File: src/rtl/llp_pkg.sv
// Shared types and parameter defaults for the laned logic pipe.
// Pure declarations; no logic and no latency.
// No flow control; imported by llp_lane and laned_logic_pipe.
package llp_pkg;

  // Default geometry: two 8-bit lanes, 16-bit datapath.
  localparam int LLP_LANE_W_DEF = 8;
  localparam int LLP_LANES_DEF  = 2;

  // Per-lane operation encoding as carried on in_op.
  typedef enum logic [1:0] {
    LLP_AND  = 2'b00,
    LLP_OR   = 2'b01,
    LLP_XOR  = 2'b10,
    LLP_NAND = 2'b11
  } llp_op_e;

  // Interpret a raw 2-bit op field; every encoding is a legal op.
  function automatic llp_op_e llp_op_decode(input logic [1:0] raw);
    return llp_op_e'(raw);
  endfunction

endpackage

File: src/rtl/llp_lane.sv
// One lane of bitwise logic: op(a, b) when enabled, a passed through otherwise.
// Purely combinational, zero latency.
// No flow control; the enclosing pipe stage owns all handshaking.
module llp_lane
  import llp_pkg::*;
#(
  parameter int LANE_W = LLP_LANE_W_DEF
) (
  input  logic [LANE_W-1:0] a,
  input  logic [LANE_W-1:0] b,
  input  logic [1:0]        op,
  input  logic              en,
  output logic [LANE_W-1:0] res
);

  logic [LANE_W-1:0] op_res;

  // Evaluate the selected bitwise operation on the two operands.
  always_comb begin
    op_res = a & b;
    case (llp_op_decode(op))
      LLP_AND:  op_res = a & b;
      LLP_OR:   op_res = a | b;
      LLP_XOR:  op_res = a ^ b;
      LLP_NAND: op_res = ~(a & b);
    endcase
  end

  // A disabled lane leaves operand A untouched.
  always_comb begin
    res = en ? op_res : a;
  end

endmodule

File: src/rtl/laned_logic_pipe.sv
// Two-stage valid/ready pipe applying a per-lane bitwise op (AND/OR/XOR/NAND) to A and B.
// Latency 2 cycles from input transfer to out_valid; one transfer per cycle when unstalled.
// Backpressure: a stage advances when its successor is empty or moving; in_ready = S1 can advance.
// Optional feature macro LLP_ZERO_FLAG_EN adds the registered per-lane zero flag port out_zero.
module laned_logic_pipe
  import llp_pkg::*;
#(
  parameter int  LANE_W = LLP_LANE_W_DEF,
  parameter int  LANES  = LLP_LANES_DEF,
  localparam int W      = LANE_W * LANES
) (
  input  logic             clk,
  input  logic             rst_n,
  input  logic             in_valid,
  output logic             in_ready,
  input  logic [W-1:0]     in_a,
  input  logic [W-1:0]     in_b,
  input  logic [1:0]       in_op,
  input  logic [LANES-1:0] in_lane_en,
  output logic             out_valid,
  input  logic             out_ready,
  output logic [W-1:0]     out_res
`ifdef LLP_ZERO_FLAG_EN
  ,
  output logic [LANES-1:0] out_zero
`endif
);

  // Stage 1: captured operands.
  logic             s1_vld_q, s1_vld_d;
  logic [W-1:0]     s1_a_q, s1_a_d;
  logic [W-1:0]     s1_b_q, s1_b_d;
  logic [1:0]       s1_op_q, s1_op_d;
  logic [LANES-1:0] s1_en_q, s1_en_d;

  // Stage 2: computed result.
  logic             s2_vld_q, s2_vld_d;
  logic [W-1:0]     s2_res_q, s2_res_d;

  // Handshake controls.
  logic             s1_adv;
  logic             s2_adv;
  logic             s1_load;
  logic             s2_load;

  // Combinational lane results computed from stage-1 operands.
  logic [W-1:0]     lane_res;

  // Advance chain: S2 frees when empty or drained, S1 frees when empty or S2 frees.
  always_comb begin
    s2_adv  = !s2_vld_q || out_ready;
    s1_adv  = !s1_vld_q || s2_adv;
    s1_load = in_valid && s1_adv;
    s2_load = s1_vld_q && s2_adv;
  end

  assign in_ready = s1_adv;

  // Valid bits move forward only when the receiving stage advances.
  always_comb begin
    s1_vld_d = s1_vld_q;
    s2_vld_d = s2_vld_q;
    if (s1_adv) begin
      s1_vld_d = in_valid;
    end
    if (s2_adv) begin
      s2_vld_d = s1_vld_q;
    end
  end

  // Stage-1 operand capture; held when nothing new is accepted.
  always_comb begin
    s1_a_d  = s1_a_q;
    s1_b_d  = s1_b_q;
    s1_op_d = s1_op_q;
    s1_en_d = s1_en_q;
    if (s1_load) begin
      s1_a_d  = in_a;
      s1_b_d  = in_b;
      s1_op_d = in_op;
      s1_en_d = in_lane_en;
    end
  end

  // Stage-2 result capture; held while stalled so the output stays stable.
  always_comb begin
    s2_res_d = s2_res_q;
    if (s2_load) begin
      s2_res_d = lane_res;
    end
  end

  // One combinational lane slice per lane.
  for (genvar g = 0; g < LANES; g++) begin : g_lane
    llp_lane #(
      .LANE_W(LANE_W)
    ) u_lane (
      .a  (s1_a_q[g*LANE_W +: LANE_W]),
      .b  (s1_b_q[g*LANE_W +: LANE_W]),
      .op (s1_op_q),
      .en (s1_en_q[g]),
      .res(lane_res[g*LANE_W +: LANE_W])
    );
  end

  // Valid bits clear asynchronously so in-flight entries vanish at reset.
  always_ff @(posedge clk or negedge rst_n) begin
    if (!rst_n) begin
      s1_vld_q <= 1'b0;
      s2_vld_q <= 1'b0;
    end else begin
      s1_vld_q <= s1_vld_d;
      s2_vld_q <= s2_vld_d;
    end
  end

  // Stage-1 datapath is never observed while invalid, so it carries no reset.
  always_ff @(posedge clk) begin
    s1_a_q  <= s1_a_d;
    s1_b_q  <= s1_b_d;
    s1_op_q <= s1_op_d;
    s1_en_q <= s1_en_d;
  end

  // Stage-2 result drives out_res directly and must read zero during reset.
  always_ff @(posedge clk or negedge rst_n) begin
    if (!rst_n) begin
      s2_res_q <= '0;
    end else begin
      s2_res_q <= s2_res_d;
    end
  end

  assign out_valid = s2_vld_q;
  assign out_res   = s2_res_q;

`ifdef LLP_ZERO_FLAG_EN
  logic [LANES-1:0] lane_zero;
  logic [LANES-1:0] s2_zero_q, s2_zero_d;

  // Per-lane zero detect on the result about to enter stage 2.
  always_comb begin
    lane_zero = '0;
    for (int i = 0; i < LANES; i++) begin
      lane_zero[i] = (lane_res[i*LANE_W +: LANE_W] == '0);
    end
  end

  // Zero flags load together with the result so they always describe it.
  always_comb begin
    s2_zero_d = s2_zero_q;
    if (s2_load) begin
      s2_zero_d = lane_zero;
    end
  end

  // Zero flags register, cleared at reset like the result.
  always_ff @(posedge clk or negedge rst_n) begin
    if (!rst_n) begin
      s2_zero_q <= '0;
    end else begin
      s2_zero_q <= s2_zero_d;
    end
  end

  assign out_zero = s2_zero_q;
`endif

endmodule
File: config.mk
export PLATFORM = sky130hd
export DESIGN_NAME = laned_logic_pipe
export DESIGN_NICKNAME = d
export VERILOG_FILES = /design/src/rtl/llp_pkg.sv /design/src/rtl/llp_lane.sv /design/src/rtl/laned_logic_pipe.sv
export SDC_FILE = /design/constraint.sdc
export NUM_CORES = 1
export LEC_CHECK = 0
export CAP_MARGIN = 20
export CELL_PAD_IN_SITES_DETAIL_PLACEMENT = 1
export CELL_PAD_IN_SITES_GLOBAL_PLACEMENT = 1
export CORE_MARGIN = 8
export CORE_UTILIZATION = 43
export CTS_BUF_LIST = sky130_fd_sc_hd__clkbuf_16
export DETAILED_ROUTE_END_ITERATION = 10
export PLACE_DENSITY_LB_ADDON = 0.12
export SYNTH_ARGS = -nofsm -noshare
export SYNTH_HDL_FRONTEND = slang
export SYNTH_SLANG_ARGS = --single-unit
File: constraint.sdc
create_clock -name clk -period 3.3 [get_ports clk]
set_clock_uncertainty 0.2 [all_clocks]
set_input_delay 0.33 -clock clk [delete_from_list [all_inputs] [get_ports clk]]
set_output_delay 0.33 -clock clk [all_outputs]
set_load 0.005 [all_outputs]
==> run_summary.xml <==
<?xml version="1.0" encoding="UTF-8"?>
<metrics>
  <group name="die">
    <metric name="placeableCoreArea" unit="sq um">6640</metric>
    <metric name="floorplan.die_area" unit="sq um">9580</metric>
    <metric name="floorplan.io_pins" unit="">58</metric>
    <metric name="die_x" unit="microns">97.9</metric>
    <metric name="row_count" unit="">30</metric>
    <metric name="die_h" unit="microns">97.9</metric>
    <metric name="start_util" unit="%">43.4</metric>
  </group>
  <group name="sta">
    <metric name="finalHoldViolations" unit="">0</metric>
    <metric name="setup_repair_after_global_routing_missed_its_margin" unit="">no</metric>
    <metric name="slew_viol_final" unit="">0</metric>
    <metric name="layout_min_cycle_time" unit="ns">2.01</metric>
    <metric name="finalSetupTns" unit="ns">0</metric>
    <metric name="final-setup-viol-count" unit="">0</metric>
    <metric name="worst_slew_pin_slew" unit="ns">1.06</metric>
    <metric name="max_clock_freq" unit="MHz">497</metric>
    <metric name="period_share" unit="%">61.0</metric>
    <metric name="max-slew-margin-rel" unit="%">29.4</metric>
  </group>
  <group name="routing">
    <metric name="first_iter_violations" unit="">96</metric>
    <metric name="drtAntennaViolNets" unit="">0</metric>
    <metric name="drc" unit="">0</metric>
    <metric name="detail_route.vias_per_cell" unit="">5.14</metric>
    <metric name="post_drt_wl_per_cell" unit="microns">15.1</metric>
    <metric name="routed_wl" unit="microns">6070</metric>
    <metric name="total_number_of_vias" unit="">2062</metric>
    <metric name="first_pass_iters" unit="">4</metric>
  </group>
  <group name="place">
    <metric name="gp_routability_congestion" unit="">0.717</metric>
    <metric name="place_area" unit="sq um">3490</metric>
    <metric name="io_buffers" unit="">57</metric>
    <metric name="dpl.hpwl" unit="microns">4440</metric>
  </group>
  <group name="power_and_ir_drop">
    <metric name="max-vdd-ir-drop" unit="uV">235</metric>
    <metric name="power_density" unit="nW/um^2">459</metric>
    <metric name="p_leak" unit="nW">1.53</metric>
  </group>
  <group name="clocking">
    <metric name="post-cts-setup-buffer-count" unit="">0</metric>
    <metric name="cts_resized" unit="">0</metric>
    <metric name="cts_made_buffers" unit="">5</metric>
    <metric name="tritoncts" unit="">done</metric>
    <metric name="cts.root.buffer_cell" unit="">sky130_fd_sc_hd__clkbuf_16</metric>
    <metric name="clock-sinks" unit="">54</metric>
    <metric name="buffer_levels_on_the_longest_clock_path" unit="">2</metric>
    <metric name="worst_setup_hold_path_clk_slew" unit="ns">0.07</metric>
    <metric name="worst_skew_pair.late_latency" unit="ns">0.28</metric>
    <metric name="cts_hold_bufs" unit="">0</metric>
    <metric name="htreeDepth" unit="">2</metric>
  </group>
  <group name="logic_synthesis">
    <metric name="syn_avg_cell_area" unit="sq um">10.6</metric>
    <metric name="synth_top_cell_area_share" unit="%">37.5</metric>
    <metric name="ys_async_sr_fraction" unit="%">33.3</metric>
    <metric name="synth_enable_flop_cells" unit="">36</metric>
    <metric name="postSynthCellCount" unit="">271</metric>
    <metric name="netlist_area" unit="sq um">2880</metric>
    <metric name="synth_top_cells_by_area" unit="">sky130_fd_sc_hd__edfxtp_1 37%, sky130_fd_sc_hd__dfrtp_1 16%, sky130_fd_sc_hd__ha_1 14%, sky130_fd_sc_hd__o211ai_1 7.8%, sky130_fd_sc_hd__a22o_1 4.6%</metric>
    <metric name="netlist.top_cell.by_area" unit="">sky130_fd_sc_hd__edfxtp_1</metric>
    <metric name="fraction_of_the_yosys_area_taken_by_sequential_cells" unit="%">53.1</metric>
    <metric name="yosys_most_used_dff" unit="">sky130_fd_sc_hd__edfxtp_1</metric>
    <metric name="distinct_cells_synth" unit="">20</metric>
    <metric name="ys_ff_latch" unit="">54</metric>
    <metric name="ys_warn_count" unit="">0</metric>
    <metric name="syn-num-nets" unit="">343</metric>
  </group>
  <group name="job">
    <metric name="cap_violations" unit="">0</metric>
  </group>
  <group name="grt">
    <metric name="largest_net_degree_at_the_start_of_global_routing" unit="">65</metric>
    <metric name="number_of_antenna_violations_at_the_first_check_in_global_routing" unit="">0</metric>
    <metric name="grt_pass1_vias" unit="">2166</metric>
    <metric name="grt_overflow" unit="">0</metric>
    <metric name="grt_first_pass_wirelength" unit="microns">9950</metric>
    <metric name="grt_use_total" unit="%">12.6</metric>
  </group>
  <group name="setup_path">
    <metric name="arrival" unit="ns">1.48</metric>
    <metric name="timing.setup.critical_path_class" unit="">input port to output port</metric>
    <metric name="crit-reg2reg-launch" unit="">s1_op_q[1]</metric>
    <metric name="critical_path_required" unit="ns">2.77</metric>
    <metric name="crit_path_max_fanout" unit="">3</metric>
    <metric name="critPathCaptureType" unit="">output port</metric>
    <metric name="timing.critical_path.from" unit="">out_ready</metric>
    <metric name="setup.worst_path.start_class" unit="">input port</metric>
  </group>
  <group name="final_layout">
    <metric name="fill_cells" unit="">722</metric>
    <metric name="n_antenna_cell" unit="">0</metric>
    <metric name="register_area" unit="sq um">1530</metric>
    <metric name="synth_to_final_area_change" unit="%">25.6</metric>
    <metric name="fin_area" unit="sq um">3620</metric>
    <metric name="multi_input_comb_area" unit="sq um">1150</metric>
    <metric name="fin_nets" unit="">392</metric>
    <metric name="layout-drive-gt1-share" unit="%">2.49</metric>
  </group>
  <group name="hold_path">
    <metric name="holdCritPathClass" unit="">input port to async pin</metric>
  </group>
  <group name="outcome">
    <metric name="run_status" unit="">finished clean</metric>
  </group>
</metrics>
## synth_stat cells, types with 2 or more instances
cell type                  number
sky130_fd_sc_hd__nand2_1       31
sky130_fd_sc_hd__o21ai_0       16
sky130_fd_sc_hd__dfrtp_1       18
sky130_fd_sc_hd__o211ai_1      30
sky130_fd_sc_hd__and2_1         2
sky130_fd_sc_hd__edfxtp_1      36
sky130_fd_sc_hd__clkbuf_1       3
sky130_fd_sc_hd__nor2_1        33
sky130_fd_sc_hd__nand2b_1       3
sky130_fd_sc_hd__a22o_1        15
sky130_fd_sc_hd__buf_2         12
sky130_fd_sc_hd__ha_1          32
sky130_fd_sc_hd__inv_1         33
## sequential cells by signal (all words and copies together), names as in the netlist
signal / count
out_res: 16
s1_a_q: 16
s1_b_q: 16
s1_en_q: 2
s1_op_q: 2
out_valid: 1
s1_vld_q: 1
## worst paths after layout
path                               end  slack [ns]  cells after the start
max                           in_ready        1.29                      3
min                         out_res[6]        0.32                      1
max reg2reg                out_res[14]        1.29                      3
min reg2reg                out_res[15]        0.32                      1
max in group asynchronous   out_res[8]        2.07                      1
min in group clk           out_res[15]        0.32                      1
## layout by cell type, fill, tap and decap left out, drive strengths merged
cell / netlist / routed
nand3b: 1 / 1
a22o: 15 / 15
nand2: 31 / 31
buf: 13 / 2
dfrtp: 18 / 18
clkdlybuf4s50: 0 / 57
edfxtp: 36 / 36
nand2b: 3 / 3
nor2: 33 / 33
clkinv: 0 / 1
a211o: 1 / 1
inv: 33 / 35
and2: 2 / 2
ha: 32 / 32
clkbuf: 4 / 5
nor2b: 1 / 1
o21ai: 16 / 16
o211ai: 30 / 30
a21oi: 1 / 1
a311oi: 1 / 1
## worst max-delay path: stages
cell and delay [ns]:
sky130_fd_sc_hd__clkdlybuf4s50_1 0.47, sky130_fd_sc_hd__nand3b_1 0.15, sky130_fd_sc_hd__clkdlybuf4s50_1 0.53
## kinds of logic after synthesis
family / Yosys count / share of synthesized area [%]
simple gates: 71 / 9.89
buf+inv: 50 / 7.20
compound gates: 64 / 15.9
flops: 54 / 53.1
fa+ha+maj: 32 / 13.9
## report_power, final
| part | switching, mW | leakage, nW | total [mW] | internal [mW] |
|---|---|---|---|---|
| sequential | 0.0604 | 0.559 | 0.861 | 0.801 |
| combinational | 0.126 | 0.893 | 0.311 | 0.185 |
| clock | 0.218 | 0.0738 | 0.492 | 0.273 |
## stage by stage
| stage | cells | util (%) | hold slack, ns | setup WS, ns | power (mW) |
|---|---|---|---|---|---|
| 2_1_floorplan | 271 | - | -0.166 | 1.27 | 1.01 |
| 6_report | 401 | 54.5 | 0.317 | 1.29 | 1.66 |
| 4_1_cts | 401 | 54.5 | 0.332 | 1.28 | 1.69 |
| 3_5_place_dp | 393 | 52.5 | 0.316 | 0.981 | 1.19 |
| 5_1_grt | 401 | 54.5 | 0.352 | 1.19 | 1.75 |
| 3_3_place_gp | 393 | 52.5 | 0.289 | 1.05 | 1.18 |
## final cells by class
class | instances | share of cell area (%)
Sequential cell | 54 | 42.3
Clock buffer | 5 | 3.45
Tap cell | 80 | 2.76
Clock inverter | 3 | 0.311
Multi-Input combinational cell | 167 | 31.6
Timing Repair Buffer | 59 | 16.2
Inverter | 33 | 3.42
## per-layer routing
metal  share of wire [%]  GRT usage (%)  routed length (microns)
met5                   0              0                        0
met4                0.61           2.88                       37
met3                 5.1           4.20                      310
met2                  51           22.8                     3070
met1                  44           13.9                     2660
No activity file was read; power rests on OpenSTA's default activity.
